File: src/rtl/smac_pkg.sv
// rtl/smac_pkg.sv - shared state type, default sizes and precision helper for bitplane_mac_ctrl
package smac_pkg;

  typedef enum logic [1:0] {
    IDLE = 2'd0,
    RUN  = 2'd1,
    HOLD = 2'd2
  } ctrl_state_t;

  localparam int SMAC_M_DEF = 16;
  localparam int SMAC_N_DEF = 8;

  // Out-of-range precision (0 or above the plane count) falls back to full precision.
  function automatic int eff_prec(input int prec, input int n);
    return (prec <= 0 || prec > n) ? n : prec;
  endfunction

endpackage

File: src/rtl/bitplane_mac_ctrl_if.sv
// rtl/bitplane_mac_ctrl_if.sv - scheduler handshake and adder-tree plane bus of bitplane_mac_ctrl
import smac_pkg::*;

interface bitplane_mac_ctrl_if #(
  parameter int M = SMAC_M_DEF,
  parameter int N = SMAC_N_DEF
);
  localparam int PC_W  = $clog2(M) + 2;
  localparam int ACC_W = N + $clog2(M) + 1;
  localparam int IW    = $clog2(N);
  localparam int PW    = IW + 1;

  logic             start;
  logic [PW-1:0]    prec;
  logic             signed_mode;
  logic             busy;
  logic             plane_en;
  logic [IW-1:0]    plane_idx;
  logic             plane_msb;
  logic [PC_W-1:0]  pc_in;
  logic             res_valid;
  logic             res_ready;
  logic [ACC_W-1:0] res_data;

  modport master (
    output start, prec, signed_mode, pc_in, res_ready,
    input  busy, plane_en, plane_idx, plane_msb, res_valid, res_data
  );

  modport slave (
    input  start, prec, signed_mode, pc_in, res_ready,
    output busy, plane_en, plane_idx, plane_msb, res_valid, res_data
  );

endinterface

File: src/rtl/bitplane_mac_ctrl_shift_acc.sv
// rtl/bitplane_mac_ctrl_shift_acc.sv - sign-extend, shift by plane index and accumulate signed popcounts
module shift_acc #(
  parameter int PC_W  = 6,
  parameter int ACC_W = 13,
  parameter int IW    = 3
) (
  input  logic             clk,
  input  logic             rst,
  input  logic             clr,
  input  logic             en,
  input  logic [PC_W-1:0]  pc,
  input  logic [IW-1:0]    shamt,
  output logic [ACC_W-1:0] acc
);

  logic [ACC_W-1:0] term;

  // Left shift of the sign-extended value is the same as arithmetic scaling by 2^shamt.
  assign term = {{(ACC_W-PC_W){pc[PC_W-1]}}, pc} << shamt;

  always_ff @(posedge clk) begin
    if (rst || clr) begin
      acc <= '0;
    end else if (en) begin
      acc <= acc + term;
    end
  end

endmodule

File: src/rtl/bitplane_mac_ctrl.sv
// rtl/bitplane_mac_ctrl.sv - bit-serial MAC sequencer; SMAC_CTRL_RELU_EN clamps negative results to 0
import smac_pkg::*;

module bitplane_mac_ctrl #(
  parameter int M = SMAC_M_DEF,
  parameter int N = SMAC_N_DEF
) (
  input logic                 clk,
  input logic                 rst,
  bitplane_mac_ctrl_if.slave  bus
);

  localparam int PC_W  = $clog2(M) + 2;
  localparam int ACC_W = N + $clog2(M) + 1;
  localparam int IW    = $clog2(N);
  localparam int PW    = IW + 1;

  ctrl_state_t      state_q, state_d;
  logic [PW-1:0]    p_q;
  logic             signed_q;
  logic [IW-1:0]    idx_q;
  logic             accept;
  logic             last;
  logic             in_run;
  logic [ACC_W-1:0] acc;

  assign in_run = (state_q == RUN);
  assign last   = ({1'b0, idx_q} == (p_q - PW'(1)));

  always_ff @(posedge clk) begin
    if (rst) begin
      state_q  <= IDLE;
      p_q      <= '0;
      signed_q <= 1'b0;
      idx_q    <= '0;
    end else begin
      state_q <= state_d;
      if (accept) begin
        p_q      <= PW'(eff_prec(int'(bus.prec), N));
        signed_q <= bus.signed_mode;
        idx_q    <= '0;
      end else if (in_run) begin
        // Wrap back to 0 on the last plane so the index idles at 0.
        idx_q <= last ? '0 : idx_q + IW'(1);
      end
    end
  end

  always_comb begin
    state_d       = state_q;
    accept        = 1'b0;
    bus.busy      = 1'b0;
    bus.plane_en  = 1'b0;
    bus.res_valid = 1'b0;
    case (state_q)
      IDLE: begin
        if (bus.start) begin
          accept  = 1'b1;
          state_d = RUN;
        end
      end
      RUN: begin
        bus.busy     = 1'b1;
        bus.plane_en = 1'b1;
        if (last) state_d = HOLD;
      end
      HOLD: begin
        bus.busy      = 1'b1;
        bus.res_valid = 1'b1;
        if (bus.res_ready) begin
          accept  = bus.start;
          state_d = bus.start ? RUN : IDLE;
        end
      end
      default: state_d = IDLE;
    endcase
  end

  assign bus.plane_idx = idx_q;
  assign bus.plane_msb = in_run & signed_q & last;

  shift_acc #(
    .PC_W  (PC_W),
    .ACC_W (ACC_W),
    .IW    (IW)
  ) u_shift_acc (
    .clk   (clk),
    .rst   (rst),
    .clr   (accept),
    .en    (in_run),
    .pc    (bus.pc_in),
    .shamt (idx_q),
    .acc   (acc)
  );

`ifdef SMAC_CTRL_RELU_EN
  assign bus.res_data = acc[ACC_W-1] ? '0 : acc;
`else
  assign bus.res_data = acc;
`endif

endmodule

File: src/flat_wrapper.sv
// flat-port wrapper written by rule: the top's interface ports become plain ports
module bitplane_mac_ctrl_flat 
#(
  parameter int M = SMAC_M_DEF,
  parameter int N = SMAC_N_DEF
)
  (clk, rst, bus_start, bus_prec, bus_signed_mode, bus_pc_in, bus_res_ready, bus_busy, bus_plane_en, bus_plane_idx, bus_plane_msb, bus_res_valid, bus_res_data);
  bitplane_mac_ctrl_if #(.M(M), .N(N)) bus_i ();
  input logic clk;
  input logic rst;
  input wire logic [$bits(bus_i.start)-1:0] bus_start;
  input wire logic [$bits(bus_i.prec)-1:0] bus_prec;
  input wire logic [$bits(bus_i.signed_mode)-1:0] bus_signed_mode;
  input wire logic [$bits(bus_i.pc_in)-1:0] bus_pc_in;
  input wire logic [$bits(bus_i.res_ready)-1:0] bus_res_ready;
  output wire logic [$bits(bus_i.busy)-1:0] bus_busy;
  output wire logic [$bits(bus_i.plane_en)-1:0] bus_plane_en;
  output wire logic [$bits(bus_i.plane_idx)-1:0] bus_plane_idx;
  output wire logic [$bits(bus_i.plane_msb)-1:0] bus_plane_msb;
  output wire logic [$bits(bus_i.res_valid)-1:0] bus_res_valid;
  output wire logic [$bits(bus_i.res_data)-1:0] bus_res_data;
  assign bus_i.start = bus_start;
  assign bus_i.prec = bus_prec;
  assign bus_i.signed_mode = bus_signed_mode;
  assign bus_i.pc_in = bus_pc_in;
  assign bus_i.res_ready = bus_res_ready;
  assign bus_busy = bus_i.busy;
  assign bus_plane_en = bus_i.plane_en;
  assign bus_plane_idx = bus_i.plane_idx;
  assign bus_plane_msb = bus_i.plane_msb;
  assign bus_res_valid = bus_i.res_valid;
  assign bus_res_data = bus_i.res_data;
  bitplane_mac_ctrl #(.M(M), .N(N)) u_core (.clk(clk), .rst(rst), .bus(bus_i));
endmodule
File: config.mk
export PLATFORM = sky130hd
export DESIGN_NAME = bitplane_mac_ctrl_flat
export DESIGN_NICKNAME = d
export VERILOG_FILES = /design/src/rtl/smac_pkg.sv /design/src/rtl/bitplane_mac_ctrl_if.sv /design/src/rtl/bitplane_mac_ctrl_shift_acc.sv /design/src/rtl/bitplane_mac_ctrl.sv /design/src/flat_wrapper.sv
export SDC_FILE = /design/constraint.sdc
export NUM_CORES = 1
export LEC_CHECK = 0
export ABC_AREA = 1
export CORE_ASPECT_RATIO = 1.2
export CORE_UTILIZATION = 48
export DETAILED_ROUTE_END_ITERATION = 6
export GPL_TIMING_DRIVEN = 0
export HOLD_SLACK_MARGIN = 0.08
export PLACE_DENSITY = 0.75
export SKIP_CTS_REPAIR_TIMING = 1
export SYNTH_ARGS = -nofsm -noshare
export SYNTH_HDL_FRONTEND = slang
export SYNTH_SLANG_ARGS = --single-unit
File: constraint.sdc
create_clock -name clk -period 2.05 [get_ports clk]
set_clock_uncertainty 0.05 [all_clocks]
set_input_delay 0.5125 -clock clk [delete_from_list [all_inputs] [get_ports clk]]
set_output_delay 0.5125 -clock clk [all_outputs]
set_load 0.005 [all_outputs]
# Yosys cells after proc, flatten, opt, wreduce, memory -nomap -nowiden
# Cells that the tools add are included.
[word_totals]
register_bits = 23
input_bits = 15
out_inout_bits = 20
elab_cells = 38
[op_classes]
n_addsub = 3
order_cmp = 2
n_eq_ne = 6
shift = 1
muxes = 13
bitwise = 2
reduce_logical = 6
[op_table]
columns = ["op", "n"]
rows = [
  ["13-bit adder", 1],
  ["13-bit by 3-bit << shifter with 13-bit output", 1],
  ["1-bit 2-to-1 mux", 6],
  ["2-bit 2-to-1 mux", 3],
  ["2-bit one-hot mux with 3 select lines", 1],
  ["3-bit by 4-bit == test with 1-bit output", 1],
  ["4-bit > comparator (second input constant)", 1],
  ["4-bit by 1-bit <= comparator with 1-bit output (second input constant)", 1],
  ["4-bit 2-to-1 mux", 1],
  ["2-bit inequality test (second input constant)", 2],
  ["2-bit OR reduction", 2],
  ["4-bit by 1-bit subtractor with 4-bit output (second input constant)", 1],
  ["3-bit by 1-bit adder with 3-bit output (second input constant)", 1],
  ["3-bit 2-to-1 mux", 1],
  ["3-bit AND reduction", 1],
  ["1-bit AND", 2],
  ["2-bit by 1-bit == test with 1-bit output (second input constant)", 1],
  ["2-bit == test (second input constant)", 1],
  ["2-bit zero test", 1],
  ["1-bit logical OR", 2],
  ["2-bit by 1-bit inequality test with 1-bit output (second input constant)", 1],
  ["1-bit one-hot mux with 2 select lines", 1],
]

# Logic depth before layout (Yosys ltp)
[depth]
ltp_word = 4
mapped_depth = 18
depth_no_buf = 18

# By module
# From an unflattened synthesis, not the netlist that was laid out.
[hier_totals]
hier_cells = 344
hier_area_um2 = 2073.2
[modules_own_cells]
columns = ["module", "n_inst", "cells_per_inst", "area_per_inst_um2"]
rows = [
  ["shift_acc", 1, 258, 1452.6],
  ["bitplane_mac_ctrl", 1, 86, 620.6],
]

# Worst setup path after synthesis
# OpenSTA, ideal clock, no wires.
[synth_timing]
kind = "in2reg"
startpoint = "in bus_pc_in[1]"
endpoint = "reg u_core.u_shift_acc.acc[8]"
t_arrival_ns = 1.986
t_required_ns = 1.885
setup_slack_ns = -0.102
stages = 13
path_cell_list = "inv_1 -> o21ai_0 -> inv_1 -> nand2_1 -> o21ai_0 -> o21ai_0 -> ha_1 -> a21oi_1 -> nand2_1 -> a21oi_1 -> xnor2_1 -> o21ai_0 -> inv_1"
[synth_via]
elab_chain_len = 2
[synth_lines]
columns = ["element", "line", "text"]
rows = [
  ["start, declared", "flat_wrapper.sv:14", "input wire logic [$bits(bus_i.pc_in)-1:0] bus_pc_in;"],
  ["13-bit by 3-bit << shifter with 13-bit output", "bitplane_mac_ctrl_shift_acc.sv:19", "assign term = {{(ACC_W-PC_W){pc[PC_W-1]}}, pc} << shamt;"],
  ["13-bit adder", "bitplane_mac_ctrl_shift_acc.sv:25", "acc <= acc + term;"],
  ["end signal, assigned", "bitplane_mac_ctrl_shift_acc.sv:25", ""],
  ["end, declared", "bitplane_mac_ctrl_shift_acc.sv:13", "output logic [ACC_W-1:0] acc"],
]
# No other way between the ends.
# A chain may end at the register's enable or synchronous reset.

# Worst setup path in the final report
[layout_timing]
startpoint = "reg u_core.idx_q[1] (netlist: u_core.bus.plane_idx[1])"
endpoint = "reg u_core.u_shift_acc.acc[10]"
[layout_via]
elab_chain_len = 2
[layout_lines]
columns = ["element", "line", "text"]
rows = [
  ["start, declared", "bitplane_mac_ctrl.sv:21", "logic [IW-1:0] idx_q;"],
  ["start signal, assigned", "bitplane_mac_ctrl.sv:44", "idx_q <= last ? '0 : idx_q + IW'(1);"],
  ["13-bit by 3-bit << shifter with 13-bit output", "bitplane_mac_ctrl_shift_acc.sv:19", ""],
  ["13-bit adder", "bitplane_mac_ctrl_shift_acc.sv:25", ""],
]
# No other way between the ends.

==> results by group <==
Status
  – Result of the run: finished with violations
  – Violated checks: setup timing

Worst setup path
  – Worst Path Max Fanout: 8
  – Bufs and invs on worst path: 4
  – Critical-path cell list: buf_6 > clkinvlp_4 > o21ai_2 > o21ai_1 > ha_1 > nand2_2 > buf_4 > nor2_2 > nor2_2 > nand3_1 > nand3_1 > nand2_1 > inv_1
  – CP Data Arrival Time: 2.43 ns
  – CP endpoint kind: flip-flop
  – Reg-to-reg critical path startpoint: u_core.bus.plane_idx[1]$_SDFFE_PP0P_
  – Cell type group with the largest total delay on the critical path: buffers and inverters
  – Reg2Reg Setup Slack: -0.24 ns
  – Maximum single-stage delay on the critical path: 0.39 ns
  – Library cell contributing the largest single delay on the critical path: ha_1
  – Launch point of the critical path: u_core.bus.plane_idx[1]$_SDFFE_PP0P_
  – Worst endpoint required time: 2.19 ns
  – Depth of the worst register-to-register path: 13
  – Startpoint type of the worst setup path: flip-flop
  – CP Class: flip-flop to flip-flop
  – CP Depth: 13

Timing
  – Number of failing hold endpoints at the final stage: 0
  – Share of the clock period used by the worst path after layout: 112%
  – Timing-limited maximum frequency: 0.436 GHz
  – Number of setup violations in the final report: 12
  – Final Critical Period: 2.29 ns
  – Final slew viol count: 0
  – Setup repair after global routing missed its margin: yes
  – Final critical-path setup slack: -0.244 ns
  – Worst slew margin: 64.0%
  – Worst-margin pin slew: 0.540 ns
  – Smallest hold slack: 0.437 ns

Logic synthesis
  – Sequential area share after synthesis: 24.1%
  – Mean area per synthesized cell: 6.12 µm²
  – Main flop type after synthesis: dfxtp_1
  – Async SR Flop Fraction: 0%
  – Post-synthesis cell type count: 27
  – Total standard cell area after synthesis: 0.00191 mm²
  – Count of yosys warnings during synthesis: 0
  – Register bit count reported by yosys: 23
  – Syn Nets: 346
  – Number of standard cells after synthesis: 312
  – Post-synth EDFFs: 0

CTS
  – CTS Root Cell: clkbuf_8
  – Clock insertion delay at the later pin of the skew report: 0.28 ns
  – TritonCTS buffer count: 3
  – H-tree level count: 1
  – Buffers from clock root to sink, at most: 2
  – CTS clock-pin slew for the worst setup and hold paths: 0.10 ns
  – CTS tree: built
  – Clock Sink Count: 23

Detailed routing
  – Vias per std cell: 5.36
  – Routed wire length: 5900 µm
  – Drt drc: 0
  – Average routed wire per standard cell: 14.2 µm
  – Pre-Repair DR Iteration Count: 4
  – Via count: 2235
  – Violation count after the first detailed-routing iteration: 118
  – Final antenna-violating net count: 0

Place
  – Final HPWL from detailed placement: 3670 µm
  – Placer congestion estimate: 0.934
  – Port Buffer Count: 34

Pwr
  – Power per Cell Area: 1130 mW/mm²
  – Switching power: 1540 µW
  – Standby leakage power: 0.00145 µW
  – Portion of total power attributed to sequential cells: 21.7%
  – Part of the power in the clock network: 9.6%
  – Cell Int Power: 1740 µW
  – Part of the power in combinational logic: 68.7%
  – Switching Share: 47.0%
  – Worst-case vdd ir drop: 0.763 mV

Cells and area
  – Antenna diode count: 0
  – Final standard cell utilization of the core: 77.6%
  – Share of cells above drive strength 1: 30.7%
  – Most frequent cells in the layout: nand2_1 (59), inv_1 (41), nor2_1 (33)
  – Synth-to-Final Area Change: 51.3%
  – Leading cell type in the layout, fill and taps excluded: nand2_1
  – Final-layout fill cell count: 290
  – Net total in the final layout: 400

Floorplanning
  – Die area: 0.00424 mm²
  – Count of boundary I/O pins: 35
  – Row count: 24
  – Overall die height: 71.1 µm
  – Area of the core region: 0.00372 mm²
  – Horiz. Die Dim: 59.6 µm
  – Initial core utilization: 51.3%

Global routing
  – Global router's overall resource usage: 23.9%
  – Global-route wire length before repair: 7800 µm
  – Largest net degree at the start of global routing: 14
  – Antenna violations before repair: 0
  – Vias in the first global route: 1878
  – Total congestion overflow: 0

Hold path
  – Min-delay worst type: flip-flop to flip-flop
  – Start point of the worst min-delay path: u_core.u_shift_acc.acc[0]$_SDFFE_PP0P_
  – Cell depth of the worst min-delay path: 2

Flow run
  – Maximum capacitance violations: 0
-- final cells by class --
type                       instances  area (µm²)  area share, %
multi-input combinational        234        1580           54.7
timing repair buffer              50         488           16.9
sequential                        23         473           16.4
buffer                             5        38.8           1.34
clock inverter                     1        5.00          0.173
inverter                          49         198           6.84
clock buffer                       3        41.3           1.43
tap                               52        65.1           2.25
-- per-layer routing --
metal  track usage, %  vias to the layer above  wire length [µm]
li1                 -                     1103                 -
met1             29.2                     1036              2420
met2             40.7                       76              3030
met3             2.74                       20               292
met4             11.9                        0               159
met5                0                        -                 0
-- metrics by stage --
stage	power, µW	TNS [ns]	cell area, µm²	instances	worst slack [ns]
2_1_floorplan	1820	-0.00267	1940	312	-0.00264
3_3_place_gp	2310	-9.29	2340	398	-0.874
3_5_place_dp	2340	-9.63	2340	398	-0.866
4_1_cts	2660	-6.39	2390	402	-0.853
5_1_grt	3520	-2.97	2890	417	-0.356
6_report	3280	-1.76	2890	417	-0.244
-- sequential cells by signal, summed over array words and instances, names as in the netlist --
| signal | flops |
|---|---|
| u_core.signed_q | 1 |
| u_core.p_q | 4 |
| u_core.bus.plane_idx | 3 |
| u_core.u_shift_acc.acc | 13 |
| u_core.state_q | 2 |
-- power groups by stage --
stage               Combinational [µW]  Clock (µW)  Sequential (µW)
CTS                               1650         310              693
global placement                  1610           0              700
floorplan                         1130           0              689
finish                            2250         314              712
detailed placement                1640           0              703
global route                      2450         335              732
-- cell families (layout without fill, tap and decap cells) --
kind of cell,after synthesis,count (layout),synth area share (%)
AOI/OAI and AO/OA,53,53,14.7
and+or+nand+nor,153,153,32.8
DFF,23,23,24.1
buffers and inverters,55,108,11.3
xor gates and xnor gates,9,9,4.13
adders and majority gates,19,19,12.8
-- worst reg2reg max path, stage by stage (launching register included) --
cell        delay, ns
dfxtp_2          0.38
buf_6            0.14
clkinvlp_4       0.21
o21ai_2          0.23
o21ai_1          0.09
ha_1             0.39
nand2_2          0.11
buf_4            0.17
nor2_2           0.15
nor2_2           0.06
nand3_1          0.07
nand3_1          0.07
nand2_1          0.06
inv_1            0.03
-- final timing paths --
check                                                               end
worst max-delay path            u_core.u_shift_acc.acc[10]$_SDFFE_PP0P_
worst min-delay path             u_core.u_shift_acc.acc[0]$_SDFFE_PP0P_
worst max register to register  u_core.u_shift_acc.acc[10]$_SDFFE_PP0P_
worst min register to register   u_core.u_shift_acc.acc[0]$_SDFFE_PP0P_
-- cells in the mapped netlist, types with 2 or more instances --
| cell type | n | share of area, % |
|---|---|---|
| a21oi_1 | 17 | 4.5 |
| nand3_1 | 16 | 4.2 |
| inv_1 | 47 | 9.2 |
| nand2_1 | 85 | 17 |
| nor2_1 | 41 | 8.1 |
| a211oi_1 | 2 | 0.79 |
| clkbuf_1 | 3 | 0.59 |
| nand4_1 | 4 | 1.3 |
| o21bai_1 | 2 | 0.79 |
| ha_1 | 18 | 12 |
| dfxtp_1 | 23 | 24 |
| nor3_1 | 2 | 0.52 |
| o21ai_0 | 29 | 7.6 |
| xnor2_1 | 3 | 1.4 |
| buf_2 | 2 | 0.52 |
| inv_2 | 2 | 0.39 |
| xor2_1 | 6 | 2.8 |
(Power assumes the default switching activity.)
